<file path="src/rtl/vga_timing_scaled.sv">
// vga_timing_scaled
//   Parametrised VGA timing generator with a downscaled pixel-request stream.
//   Horizontal/vertical counters run on the pixel enable. The active region
//   produces (x, y) requests at 2^SCALE_LOG2 downscale. Syncs and the active
//   flag are delayed by SRC_LAT enables, so sync and colour reach the DAC
//   pins together with the colour returned by the pixel source.
//
// Optional build macro:
//   VGA_TEST_PATTERN_EN - colour comes from an internal 8-bar generator and
//                         i_red/i_green/i_blue are ignored.
//
// Ports:
//   i_clk, i_rst_n        clock, asynchronous active-low reset
//   i_pix_en              pixel enable; all state advances only when high
//   o_req, o_x, o_y       active-pixel request and downscaled coordinates
//   i_red/green/blue      source colour, sampled SRC_LAT enables after o_req
//   o_red/green/blue      registered, blanked colour to the DAC
//   o_hsync, o_vsync      syncs with configurable polarity
//   o_line_start          one-enable pulse at h==0
//   o_frame_start         one-enable pulse at h==0, v==0
module vga_timing_scaled #(
  parameter int H_ACTIVE   = 800,
  parameter int H_FP       = 40,
  parameter int H_SYNC     = 128,
  parameter int H_BP       = 88,
  parameter int V_ACTIVE   = 600,
  parameter int V_FP       = 1,
  parameter int V_SYNC     = 4,
  parameter int V_BP       = 23,
  parameter int H_SYNC_POL = 1,
  parameter int V_SYNC_POL = 1,
  parameter int SCALE_LOG2 = 2,
  parameter int COLOR_W    = 2,
  parameter int SRC_LAT    = 1
) (
  input  logic               i_clk,
  input  logic               i_rst_n,
  input  logic               i_pix_en,
  output logic               o_req,
  output logic [11:0]        o_x,
  output logic [11:0]        o_y,
  input  logic [COLOR_W-1:0] i_red,
  input  logic [COLOR_W-1:0] i_green,
  input  logic [COLOR_W-1:0] i_blue,
  output logic [COLOR_W-1:0] o_red,
  output logic [COLOR_W-1:0] o_green,
  output logic [COLOR_W-1:0] o_blue,
  output logic               o_hsync,
  output logic               o_vsync,
  output logic               o_line_start,
  output logic               o_frame_start
);

  localparam int H_TOTAL = H_ACTIVE + H_FP + H_SYNC + H_BP;
  localparam int V_TOTAL = V_ACTIVE + V_FP + V_SYNC + V_BP;

  localparam logic [11:0] H_LAST     = 12'(H_TOTAL - 1);
  localparam logic [11:0] V_LAST     = 12'(V_TOTAL - 1);
  localparam logic [11:0] H_ACT_END  = 12'(H_ACTIVE);
  localparam logic [11:0] V_ACT_END  = 12'(V_ACTIVE);
  localparam logic [11:0] H_SYNC_BEG = 12'(H_ACTIVE + H_FP);
  localparam logic [11:0] H_SYNC_END = 12'(H_ACTIVE + H_FP + H_SYNC);
  localparam logic [11:0] V_SYNC_BEG = 12'(V_ACTIVE + V_FP);
  localparam logic [11:0] V_SYNC_END = 12'(V_ACTIVE + V_FP + V_SYNC);
  localparam logic        H_POL      = (H_SYNC_POL != 0);
  localparam logic        V_POL      = (V_SYNC_POL != 0);

  generate
    if (H_TOTAL > 4095 || V_TOTAL > 4095) begin : g_bad_total
      $error("vga_timing_scaled: H_TOTAL/V_TOTAL must not exceed 4095");
    end
    if (SCALE_LOG2 < 0 || SCALE_LOG2 > 3) begin : g_bad_scale
      $error("vga_timing_scaled: SCALE_LOG2 must be 0..3");
    end
    if (SRC_LAT < 1 || SRC_LAT > 4) begin : g_bad_lat
      $error("vga_timing_scaled: SRC_LAT must be 1..4");
    end
  endgenerate

  logic [11:0]        h_q, h_d, v_q, v_d;
  logic               req_q, req_d;
  logic [11:0]        x_q, x_d, y_q, y_d;
  logic               line_start_q, line_start_d;
  logic               frame_start_q, frame_start_d;
  logic [SRC_LAT-1:0] dly_act_q, dly_act_d;
  logic [SRC_LAT-1:0] dly_hs_q, dly_hs_d;
  logic [SRC_LAT-1:0] dly_vs_q, dly_vs_d;
  logic [COLOR_W-1:0] red_q, red_d, green_q, green_d, blue_q, blue_d;
  logic               hsync_q, hsync_d, vsync_q, vsync_d;

  logic active, hs, vs;
  logic [COLOR_W-1:0] src_red, src_green, src_blue;

  assign active = (h_q < H_ACT_END) && (v_q < V_ACT_END);
  assign hs     = (h_q >= H_SYNC_BEG) && (h_q < H_SYNC_END);
  assign vs     = (v_q >= V_SYNC_BEG) && (v_q < V_SYNC_END);

`ifdef VGA_TEST_PATTERN_EN
  // Bar index is the top three bits of the column range, delayed alongside
  // the active flag so the bars line up with the delayed blanking.
  localparam int BAR_MSB = $clog2(H_ACTIVE) - 1;

  generate
    if (H_ACTIVE < 8) begin : g_bad_bar
      $error("vga_timing_scaled: test pattern needs H_ACTIVE >= 8");
    end
  endgenerate

  logic [2:0] dly_bar_q [SRC_LAT];
  logic [2:0] dly_bar_d [SRC_LAT];
  logic       unused_src;

  assign unused_src = ^{i_red, i_green, i_blue};
  assign src_red    = {COLOR_W{dly_bar_q[SRC_LAT-1][2]}};
  assign src_green  = {COLOR_W{dly_bar_q[SRC_LAT-1][1]}};
  assign src_blue   = {COLOR_W{dly_bar_q[SRC_LAT-1][0]}};

  always_comb begin
    dly_bar_d = dly_bar_q;
    if (i_pix_en) begin
      dly_bar_d[0] = h_q[BAR_MSB -: 3];
      for (int i = 1; i < SRC_LAT; i++) begin
        dly_bar_d[i] = dly_bar_q[i-1];
      end
    end
  end

  always_ff @(posedge i_clk or negedge i_rst_n) begin
    if (!i_rst_n) begin
      dly_bar_q <= '{default: 3'b000};
    end else begin
      dly_bar_q <= dly_bar_d;
    end
  end
`else
  assign src_red   = i_red;
  assign src_green = i_green;
  assign src_blue  = i_blue;
`endif

  always_comb begin
    h_d           = h_q;
    v_d           = v_q;
    req_d         = req_q;
    x_d           = x_q;
    y_d           = y_q;
    line_start_d  = line_start_q;
    frame_start_d = frame_start_q;
    dly_act_d     = dly_act_q;
    dly_hs_d      = dly_hs_q;
    dly_vs_d      = dly_vs_q;
    red_d         = red_q;
    green_d       = green_q;
    blue_d        = blue_q;
    hsync_d       = hsync_q;
    vsync_d       = vsync_q;

    if (i_pix_en) begin
      if (h_q == H_LAST) begin
        h_d = '0;
        v_d = (v_q == V_LAST) ? '0 : v_q + 12'd1;
      end else begin
        h_d = h_q + 12'd1;
      end

      req_d         = active;
      x_d           = active ? (h_q >> SCALE_LOG2) : '0;
      y_d           = active ? (v_q >> SCALE_LOG2) : '0;
      line_start_d  = (h_q == '0);
      frame_start_d = (h_q == '0) && (v_q == '0);

      dly_act_d[0] = active;
      dly_hs_d[0]  = hs;
      dly_vs_d[0]  = vs;
      for (int i = 1; i < SRC_LAT; i++) begin
        dly_act_d[i] = dly_act_q[i-1];
        dly_hs_d[i]  = dly_hs_q[i-1];
        dly_vs_d[i]  = dly_vs_q[i-1];
      end

      // XNOR with the polarity passes the pulse through when active-high
      // and inverts it when active-low.
      hsync_d = dly_hs_q[SRC_LAT-1] ~^ H_POL;
      vsync_d = dly_vs_q[SRC_LAT-1] ~^ V_POL;

      red_d   = dly_act_q[SRC_LAT-1] ? src_red   : '0;
      green_d = dly_act_q[SRC_LAT-1] ? src_green : '0;
      blue_d  = dly_act_q[SRC_LAT-1] ? src_blue  : '0;
    end
  end

  always_ff @(posedge i_clk or negedge i_rst_n) begin
    if (!i_rst_n) begin
      h_q           <= '0;
      v_q           <= '0;
      req_q         <= 1'b0;
      x_q           <= '0;
      y_q           <= '0;
      line_start_q  <= 1'b0;
      frame_start_q <= 1'b0;
      dly_act_q     <= '0;
      dly_hs_q      <= '0;
      dly_vs_q      <= '0;
      red_q         <= '0;
      green_q       <= '0;
      blue_q        <= '0;
      hsync_q       <= ~H_POL;
      vsync_q       <= ~V_POL;
    end else begin
      h_q           <= h_d;
      v_q           <= v_d;
      req_q         <= req_d;
      x_q           <= x_d;
      y_q           <= y_d;
      line_start_q  <= line_start_d;
      frame_start_q <= frame_start_d;
      dly_act_q     <= dly_act_d;
      dly_hs_q      <= dly_hs_d;
      dly_vs_q      <= dly_vs_d;
      red_q         <= red_d;
      green_q       <= green_d;
      blue_q        <= blue_d;
      hsync_q       <= hsync_d;
      vsync_q       <= vsync_d;
    end
  end

  assign o_req         = req_q;
  assign o_x           = x_q;
  assign o_y           = y_q;
  assign o_line_start  = line_start_q;
  assign o_frame_start = frame_start_q;
  assign o_red         = red_q;
  assign o_green       = green_q;
  assign o_blue        = blue_q;
  assign o_hsync       = hsync_q;
  assign o_vsync       = vsync_q;

endmodule

</file>
<file path="config.mk">
export PLATFORM = sky130hd
export DESIGN_NAME = vga_timing_scaled
export DESIGN_NICKNAME = d
export VERILOG_FILES = /design/src/rtl/vga_timing_scaled.sv
export SDC_FILE = /design/constraint.sdc
export NUM_CORES = 1
export LEC_CHECK = 0
export CAP_MARGIN = 20
export CELL_PAD_IN_SITES_DETAIL_PLACEMENT = 0
export CELL_PAD_IN_SITES_GLOBAL_PLACEMENT = 1
export CORE_AREA = 2 2 80 82
export CTS_CLUSTER_SIZE = 25
export DETAILED_ROUTE_END_ITERATION = 16
export DIE_AREA = 0 0 82 84
export MAX_ROUTING_LAYER = met4
export PLACE_DENSITY = 0.9
export REMOVE_ABC_BUFFERS = 1
export SYNTH_ARGS = -nofsm -noshare
export SYNTH_HDL_FRONTEND = slang
export SYNTH_SLANG_ARGS = --single-unit
</file>
<file path="constraint.sdc">
create_clock -name i_clk -period 3 [get_ports i_clk]
set_input_delay 0.3 -clock i_clk [delete_from_list [all_inputs] [get_ports i_clk]]
set_output_delay 0.3 -clock i_clk [all_outputs]
set_load 0.005 [all_outputs]
</file>
Yosys cells after proc, flatten, opt, wreduce, memory -nomap -nowiden
Cells that the tools add are included.
{"block": "totals", "wordCells": 38, "in_bits": 9, "register_bits": 61}
{"block": "op_classes", "n_eq_ne": 2, "n_mux": 7, "n_lt_le_gt_ge": 6, "addsub": 2, "reduce_logical": 7}
{"cell": "12-bit by 10-bit < comparator with 1-bit output (second input constant)", "n": 4}
{"cell": "12-bit by 1-bit adder with 12-bit output (second input constant)", "n": 2}
{"cell": "12-bit by 10-bit greater-or-equal comparator with 1-bit output (second input constant)", "n": 2}
{"cell": "12-bit logical NOT", "n": 2}
{"cell": "12-bit 2-to-1 mux", "n": 2}
{"cell": "10-bit 2-to-1 mux", "n": 2}
{"cell": "12-bit by 10-bit == test with 1-bit output (second input constant)", "n": 1}
{"cell": "12-bit by 11-bit == test with 1-bit output (second input constant)", "n": 1}
{"cell": "2-bit 2-to-1 mux", "n": 3}
{"cell": "1-bit logical AND", "n": 4}
{"cell": "2-bit AND reduction", "n": 1}

Logic depth before layout (Yosys ltp)
Gate-level depths: netlist of run 1.
{"block": "depth", "ltp_word": 3, "mapped_depth": 6, "mapped_depth_nobuf": 6}

Least setup slack after synthesis of run 1
No wires, ideal clock.
{"block": "synth_path", "path_kind": "flip-flop to flip-flop", "startpoint": "reg v_q[0]", "endpoint": "reg v_q[4]", "required_time_ns": 2.869, "stages_incl_launch_ff": 6, "arrival_time_ns": 1.737, "path_slack_ns": 1.132, "path_cell_list": "dfrtp_1 -> ha_1 -> or3b_2 -> or4_4 -> nor3_4 -> nor4_1"}
{"block": "synth_via", "elab_chain_len": 2, "elab_cells_between_ends": 3, "cone_classes": "add/sub (1); eq/ne (1); mux (1)"}
{"element": "start: declaration", "line_no": "80", "rtl": "logic [11:0] h_q, h_d, v_q, v_d;"}
{"element": "start signal: assignment", "line_no": "211", "rtl": "v_q <= v_d;"}
{"element": "12-bit by 1-bit adder with 12-bit output / 12-bit by 10-bit == test with 1-bit output (equally long branches)", "line_no": "161", "rtl": "v_d = (v_q == V_LAST) ? '0 : v_q + 12'd1;"}
{"element": "12-bit 2-to-1 mux (*)", "line_no": "161"}
Mark *: on every way between the ends. The rest lies on a longest branch, timed or not.
A chain may end at the register's enable or synchronous reset.

Worst setup path in the final report of run 1
{"block": "layout_path", "startpoint": "reg h_q[5]", "endpoint": "reg v_q[9]"}
{"block": "layout_via", "elab_chain_len": 2}
{"element": "start: declaration", "line_no": "80"}
{"element": "start signal: assignment", "line_no": "194", "rtl": "h_q <= '0;"}
{"element": "start signal: assignment", "line_no": "210", "rtl": "h_q <= h_d;"}
{"element": "12-bit by 11-bit == test with 1-bit output", "line_no": "159", "rtl": "if (h_q == H_LAST) begin"}
{"element": "2-bit AND reduction (no line)"}
Every way passes these cells.

==> run summary, run 1 <==
Critical Path RT = 3.26 ns
Area growth syn-to-layout = 23.5%
Flop pwr share = 0.527
RSZ-0062 raised after global routing = false
cts repair resizes = 0
via count = 1928
synth unique cells = 41
sequential share of the synthesized area = 0.548
clk_skew = 0.00508 ns
initial antenna violation count = 0
first-pass GRT wire length = 8.94 mm
CTS Buf Count = 9
Max Freq = 463 MHz
Syn Std Cell Area = 2600 µm²
crit path kind = flop to flop
DR DRC count = 0
dpl cell area = 3020 µm²
Final Cycle Share = 0.719
IO Count = 44
switching pwr = 0.421 mW
Syn Inst Count = 244
fin cells = 362
Final setup viols = 0
pwr dens = 511 nW/µm²
prevailing post-synth register cell = dfrtp_1
hpwl dp = 3.63 mm
Final Hold Viols = 0
hold_ws = 0.466 ns
vias per inst = 5.33
core footprint = 6100 µm²
Final ANT Viol Nets = 0
PortBufs = 39
Sw Share = 0.256
pre-CTS setup slack = 0.617 ns
Syn Area/Cell = 10.7 µm²
proportion of layout cells with a drive suffix above 1 = 0.0877
most common cell after layout, fill and taps aside = dfrtp_1
max_slew headroom = 0.666
Final min period = 2.16 ns
die area = 6890 µm²
ys async rst share = 1.00
Max Cap Viol = 0
CP arrival = 2.42 ns
GP Congestion = 0.845
GRT overflow = 0
register area = 1430 µm²
final net count = 296
Root Buffer = clkbuf_8
Max Slew Vio Count = 0
Clock Power Share = 0.392
TNS Setup = 0 ns
# fillers = 534
Pre-Repair DR Iteration Count = 4
status = finished, final reports clean
initial drt markers = 127
Ant. Diodes = 0
Int Pwr = 1.22 mW
Critical Path End Type = flop
design area = 3210 µm²
worst-margin pin slew = 0.502 ns
Placed Cells incl. Taps = 346
die width = 82 µm
largest net degree at the start of global routing = 36
VDD IR max = 0.256 mV
most frequent cells in the layout = dfrtp_1 (57), clkdlybuf4s50_1 (38), nand3_1 (18)
area of the multi-input gates = 1030 µm²
CTS Sinks = 57
starting density of the core = 0.427
Lkg Pwr = 1.43 nW
startpoint types = flop
Max clock buf depth = 2
vias in the first global route = 1880
Seq cells post-synth = 57
# rows = 29
Gate power share = 0.081
chip height = 84 µm
clock-pin slew on the worst setup and hold paths = 0.06 ns
Final WS setup = 0.842 ns
htree depth = 3
Post-synth EDFFs = 0
Hold WC Path Type = input pin to async pin
CTS tree = done
overall routing resource usage = 0.176
CP max FO = 13
WL per Instance = 14.8 µm
Worst-Skew Late Latency = 0.33 ns
yosys warns = 0
drt total wl = 5.36 mm
-- per-layer routing --
layer	global-route usage	vias up	routed length, µm	share of wire
met2	0.241	65	2310	0.43
met4	0.0939	0	131	0.024
li1	-	925	-	-
met1	0.242	926	2530	0.47
met5	-	-	0	0
met3	0.0390	12	381	0.071
-- worst max-delay path: stages (launching register included) --
cell and delay (ns):
dfrtp_1 0.47, nor3_1 0.37, nand4_1 0.46, or4_1 0.63
a21oi_1 0.15
-- cell type report --
type,instances,share of cell area
clock buffers,12,0.0514
clock inverters,3,0.00467
inverters,16,0.0187
multi-input cells,154,0.322
flip-flops and latches,57,0.444
well taps,77,0.0300
repair buffers,43,0.130
-- Yosys cell counts (2+ instances only) --
library cell	count	area, µm²
and3_1	4	25.0
a21oi_1	6	30.0
or3_1	4	25.0
nor4_1	5	31.3
xnor2_1	9	78.8
inv_1	15	56.3
o31ai_1	3	22.5
nor2b_1	5	31.3
or4_4	2	22.5
nand4_1	8	50.1
nor2_1	10	37.5
o21ai_1	3	15.0
dfrtp_1	57	1430
buf_4	4	30.0
ha_1	6	75.1
buf_2	4	20.0
nand2_1	11	41.3
o21ai_0	12	60.1
xor2_1	7	61.3
nand3_1	18	90.1
clkbuf_1	12	45.0
a22o_1	16	140
nor3_1	4	20.0
mux2_1	2	22.5
-- power by group through the flow --
stage          logic (mW)  registers [mW]  clock network (mW)
6_report            0.133           0.865               0.644
4_1_cts             0.135           0.865               0.662
3_3_place_gp        0.129           0.879                   0
5_1_grt             0.152           0.872               0.694
2_1_floorplan      0.0754           0.864                   0
3_5_place_dp        0.134           0.879                   0
-- metrics by stage --
| step | util | power [mW] |
|---|---|---|
| 5_1_grt | 0.527 | 1.72 |
| 3_5_place_dp | 0.496 | 1.01 |
| 2_1_floorplan | - | 0.940 |
| 3_3_place_gp | 0.496 | 1.01 |
| 4_1_cts | 0.527 | 1.66 |
| 6_report | 0.527 | 1.64 |
-- cells by family (layout without fill, tap and decap cells) --
kind of cell / count (synthesis) / count (layout) / share of synthesized area
flops: 57 / 57 / 0.548
compound gates: 45 / 45 / 0.120
mux: 3 / 3 / 0.0125
xor+xnor: 16 / 16 / 0.0538
buf+inv: 36 / 74 / 0.0596
simple gates: 80 / 80 / 0.176
fa+ha+maj: 6 / 6 / 0.0288
other cells: 1 / 4 / 0.00144
-- timing repair --
action	in CTS	in global routing
buffers inserted	0	0
hold buffers	1	0
hold endpoints to repair	22	0
-- sequential cells by signal, indices dropped and copies added, names as in the netlist --
name and flops:
o_x 10, o_red 2, o_vsync 1, v_q 12, o_frame_start 1, dly_vs_q 1
dly_hs_q 1, o_green 2, o_hsync 1, o_y 10, o_line_start 1, dly_act_q 1
o_blue 2, h_q 12
-- worst paths after layout --
kind                       startpoint   endpoint  slack, ns  cells past startpoint
min reg2reg                   o_hsync    o_hsync       0.48                      1
min                           i_rst_n   o_red[1]       0.47                      2
max in group asynchronous     i_rst_n  o_blue[1]       1.72                      3
max                            h_q[5]     v_q[9]       0.84                      4
max reg2reg                    h_q[5]     v_q[9]       0.84                      4
min in group i_clk            o_hsync    o_hsync       0.48                      1
Power figures use the tool's default switching activity.
==> run 2: changes to the inputs <==
--- a/config.mk
+++ b/config.mk
@@ -8,12 +8,12 @@
 export CAP_MARGIN = 20
 export CELL_PAD_IN_SITES_DETAIL_PLACEMENT = 0
 export CELL_PAD_IN_SITES_GLOBAL_PLACEMENT = 1
-export CORE_AREA = 2 2 80 82
+export CORE_AREA = 2 2 83 85
 export CTS_CLUSTER_SIZE = 25
 export DETAILED_ROUTE_END_ITERATION = 16
-export DIE_AREA = 0 0 82 84
+export DIE_AREA = 0 0 85 87
 export MAX_ROUTING_LAYER = met4
-export PLACE_DENSITY = 0.9
+export PLACE_DENSITY = 0.85
 export REMOVE_ABC_BUFFERS = 1
 export SYNTH_ARGS = -nofsm -noshare
 export SYNTH_HDL_FRONTEND = slang
==> constraint.sdc (replaced) <==
create_clock -name i_clk -period 2 [get_ports i_clk]
set_input_delay 0.2 -clock i_clk [delete_from_list [all_inputs] [get_ports i_clk]]
set_output_delay 0.2 -clock i_clk [all_outputs]
set_load 0.005 [all_outputs]
==> run 2 against run 1 <==
  * First-iteration DRC count shrank 43%
  * Final cell count grew 7.2%
  * Global-route usage grew 0.054 points
  * Combinational power grew 72%
==> run summary, run 2 (synthesized netlist as in run 1, its figures left out) <==
chip height = 87 µm (was 84 µm)
Critical Path End Type = flop (unchanged)
slowest CP cell = or4_4 (was or4_1)
Max clock buf depth = 2 (unchanged)
final net count = 318 (was 296)
fin cells = 388 (was 362)
Int Pwr = 1.92 mW (was 1.22 mW)
Placed Cells incl. Taps = 366 (was 346)
Max Cap Viol = 0 (unchanged)
Reg2Reg Setup Slack = 0.06 ns (was 0.84 ns)
Worst-Skew Late Latency = 0.34 ns (was 0.33 ns)
Final min period = 1.94 ns (was 2.16 ns)
Core Util, Final = 0.519 (was 0.527)
hold_ws = 0.388 ns (was 0.466 ns)
htree depth = 3 (unchanged)
pre-CTS setup slack = 0.0329 ns (was 0.617 ns)
die area = 7400 µm² (was 6890 µm²)
DR DRC count = 0 (unchanged)
Area growth syn-to-layout = 30.9% (was 23.5%)
WL per Instance = 14.7 µm (was 14.8 µm)
CTS tree = done (unchanged)
initial drt markers = 73 (was 127)
worst-path cell chain = or4_4 -> or4_4 -> nor3_4 -> nor4_1 (was nor3_1 -> nand4_1 -> or4_1 -> a21oi_1)
CP dominant cell by count = or4_4
RSZ-0062 raised after global routing = true (was false)
vias in the first global route = 2017 (was 1880)
Ant. Diodes = 0 (unchanged)
# rows = 30 (was 29)
GRT overflow = 0 (unchanged)
Lkg Pwr = 1.55 nW (was 1.43 nW)
GP Congestion = 0.840 (was 0.845)
Max Freq = 515 MHz (was 463 MHz)
CP max FO = 5 (was 13)
proportion of layout cells with a drive suffix above 1 = 0.149 (was 0.0877)
Clock Power Share = 0.405 (was 0.392)
VDD IR max = 0.408 mV (was 0.256 mV)
Root Buffer = clkbuf_8 (unchanged)
Gate power share = 0.089 (was 0.081)
startpoint types = flop (unchanged)
die width = 85 µm (was 82 µm)
Flop pwr share = 0.506 (was 0.527)
Tot Pwr = 2.57 mW (was 1.64 mW)
vias per inst = 5.13 (was 5.33)
TNS Setup = 0 ns (unchanged)
design area = 3410 µm² (was 3210 µm²)
IO Count = 44 (unchanged)
first-pass GRT wire length = 9.84 mm (was 8.94 mm)
clock-pin slew on the worst setup and hold paths = 0.06 ns (about the same)
dpl cell area = 3170 µm² (was 3020 µm²)
status = finished, final reports clean (unchanged)
Final setup viols = 0 (unchanged)
starting density of the core = 0.396 (was 0.427)
core footprint = 6570 µm² (was 6100 µm²)
hpwl dp = 3.92 mm (was 3.63 mm)
Final Cycle Share = 0.971 (was 0.719)
via count = 1991 (was 1928)
CTS Sinks = 57 (unchanged)
PortBufs = 39 (unchanged)
Hold WC Path Type = input pin to async pin (unchanged)
Pre-Repair DR Iteration Count = 4 (unchanged)
Critical Path RT = 2.21 ns (was 3.26 ns)
top flop regs = h_q x12, v_q x12 (unchanged)
overall routing resource usage = 0.177 (was 0.176)
clk_skew = 0.0103 ns (was 0.00508 ns)
Sw Share = 0.252 (was 0.256)
initial antenna violation count = 0 (unchanged)
drt total wl = 5.70 mm (was 5.36 mm)
switching pwr = 0.649 mW (was 0.421 mW)
Final WS setup = 0.0586 ns (was 0.842 ns)
CP arrival = 2.15 ns (was 2.42 ns)
Final Hold Viols = 0 (unchanged)
Slowest Stage Delay on Critical Path = 0.56 ns (was 0.63 ns)
Final ANT Viol Nets = 0 (unchanged)
CTS Buf Count = 9 (unchanged)
crit path kind = flop to flop (unchanged)
pwr dens = 755 nW/µm² (was 511 nW/µm²)
most common cell after layout, fill and taps aside = dfrtp_1 (unchanged)
Max Slew Vio Count = 0 (unchanged)
largest net degree at the start of global routing = 58 (was 36)
most frequent cells in the layout = dfrtp_1 (57), clkdlybuf4s50_1 (38), buf_4 (24) (was dfrtp_1 (57), clkdlybuf4s50_1 (38), nand3_1 (18))
run 2: changes by cell type in the layout (fill, tap and decap cells not counted), sizes merged:
cell | previous run | this run
buf | 4 | 26
clkinv | 3 | 2
bufinv | 0 | 1
clkbuf | 12 | 13
run 2: worst max-delay path: cells and delay by family, from the launching register on:
family	cells	cell delay [ns]
DFF	1	0.40
and+or+nand+nor	4	1.42
run 2: power by group through the flow:
stage	Combinational, mW	Clock, mW	Sequential (mW)
after global routing	0.260	1.14	1.32
final	0.229	1.04	1.30
after floorplan	0.113	0	1.30
after CTS	0.235	1.07	1.30
after detailed placement	0.230	0	1.32
after global placement	0.220	0	1.32
run 2: what timing repair did:
item	4_1_cts	5_1_grt
endpoints found under the setup margin	0	5
hold buffers	1	0
buffers inserted	0	5
resized for setup	0	1
hold endpoints to repair	57	0
run 2: final cells by class:
| cell class | count | area [µm²] |
|---|---|---|
| Inverter | 16 | 60.1 |
| Fill cell | 605 | 3160 |
| Clock inverter | 3 | 40.0 |
| Tap cell | 80 | 100 |
| Timing Repair Buffer | 65 | 596 |
| Sequential cell | 57 | 1430 |
| Multi-Input combinational cell | 154 | 1040 |
| Clock buffer | 13 | 149 |
run 2: per-layer routing:
layer | routed length (µm) | vias up | GRT usage
met4 | 88 | 0 | 0.0693
met5 | 0 | - | -
met3 | 228 | 9 | 0.0445
met1 | 2860 | 962 | 0.238
li1 | - | 968 | -
met2 | 2530 | 52 | 0.257
run 2: worst paths after layout:
| path | endpoint | cells past startpoint | from |
|---|---|---|---|
| max in group asynchronous | o_blue[1] | 3 | i_rst_n |
| worst max-delay path | v_q[4] | 4 | v_q[11] |
| min in group i_clk | o_red[0] | 3 | i_red[0] |
| worst min register to register | o_hsync | 1 | o_hsync |
| worst min-delay path | o_red[0] | 3 | i_rst_n |
| worst max register to register | v_q[4] | 4 | v_q[11] |
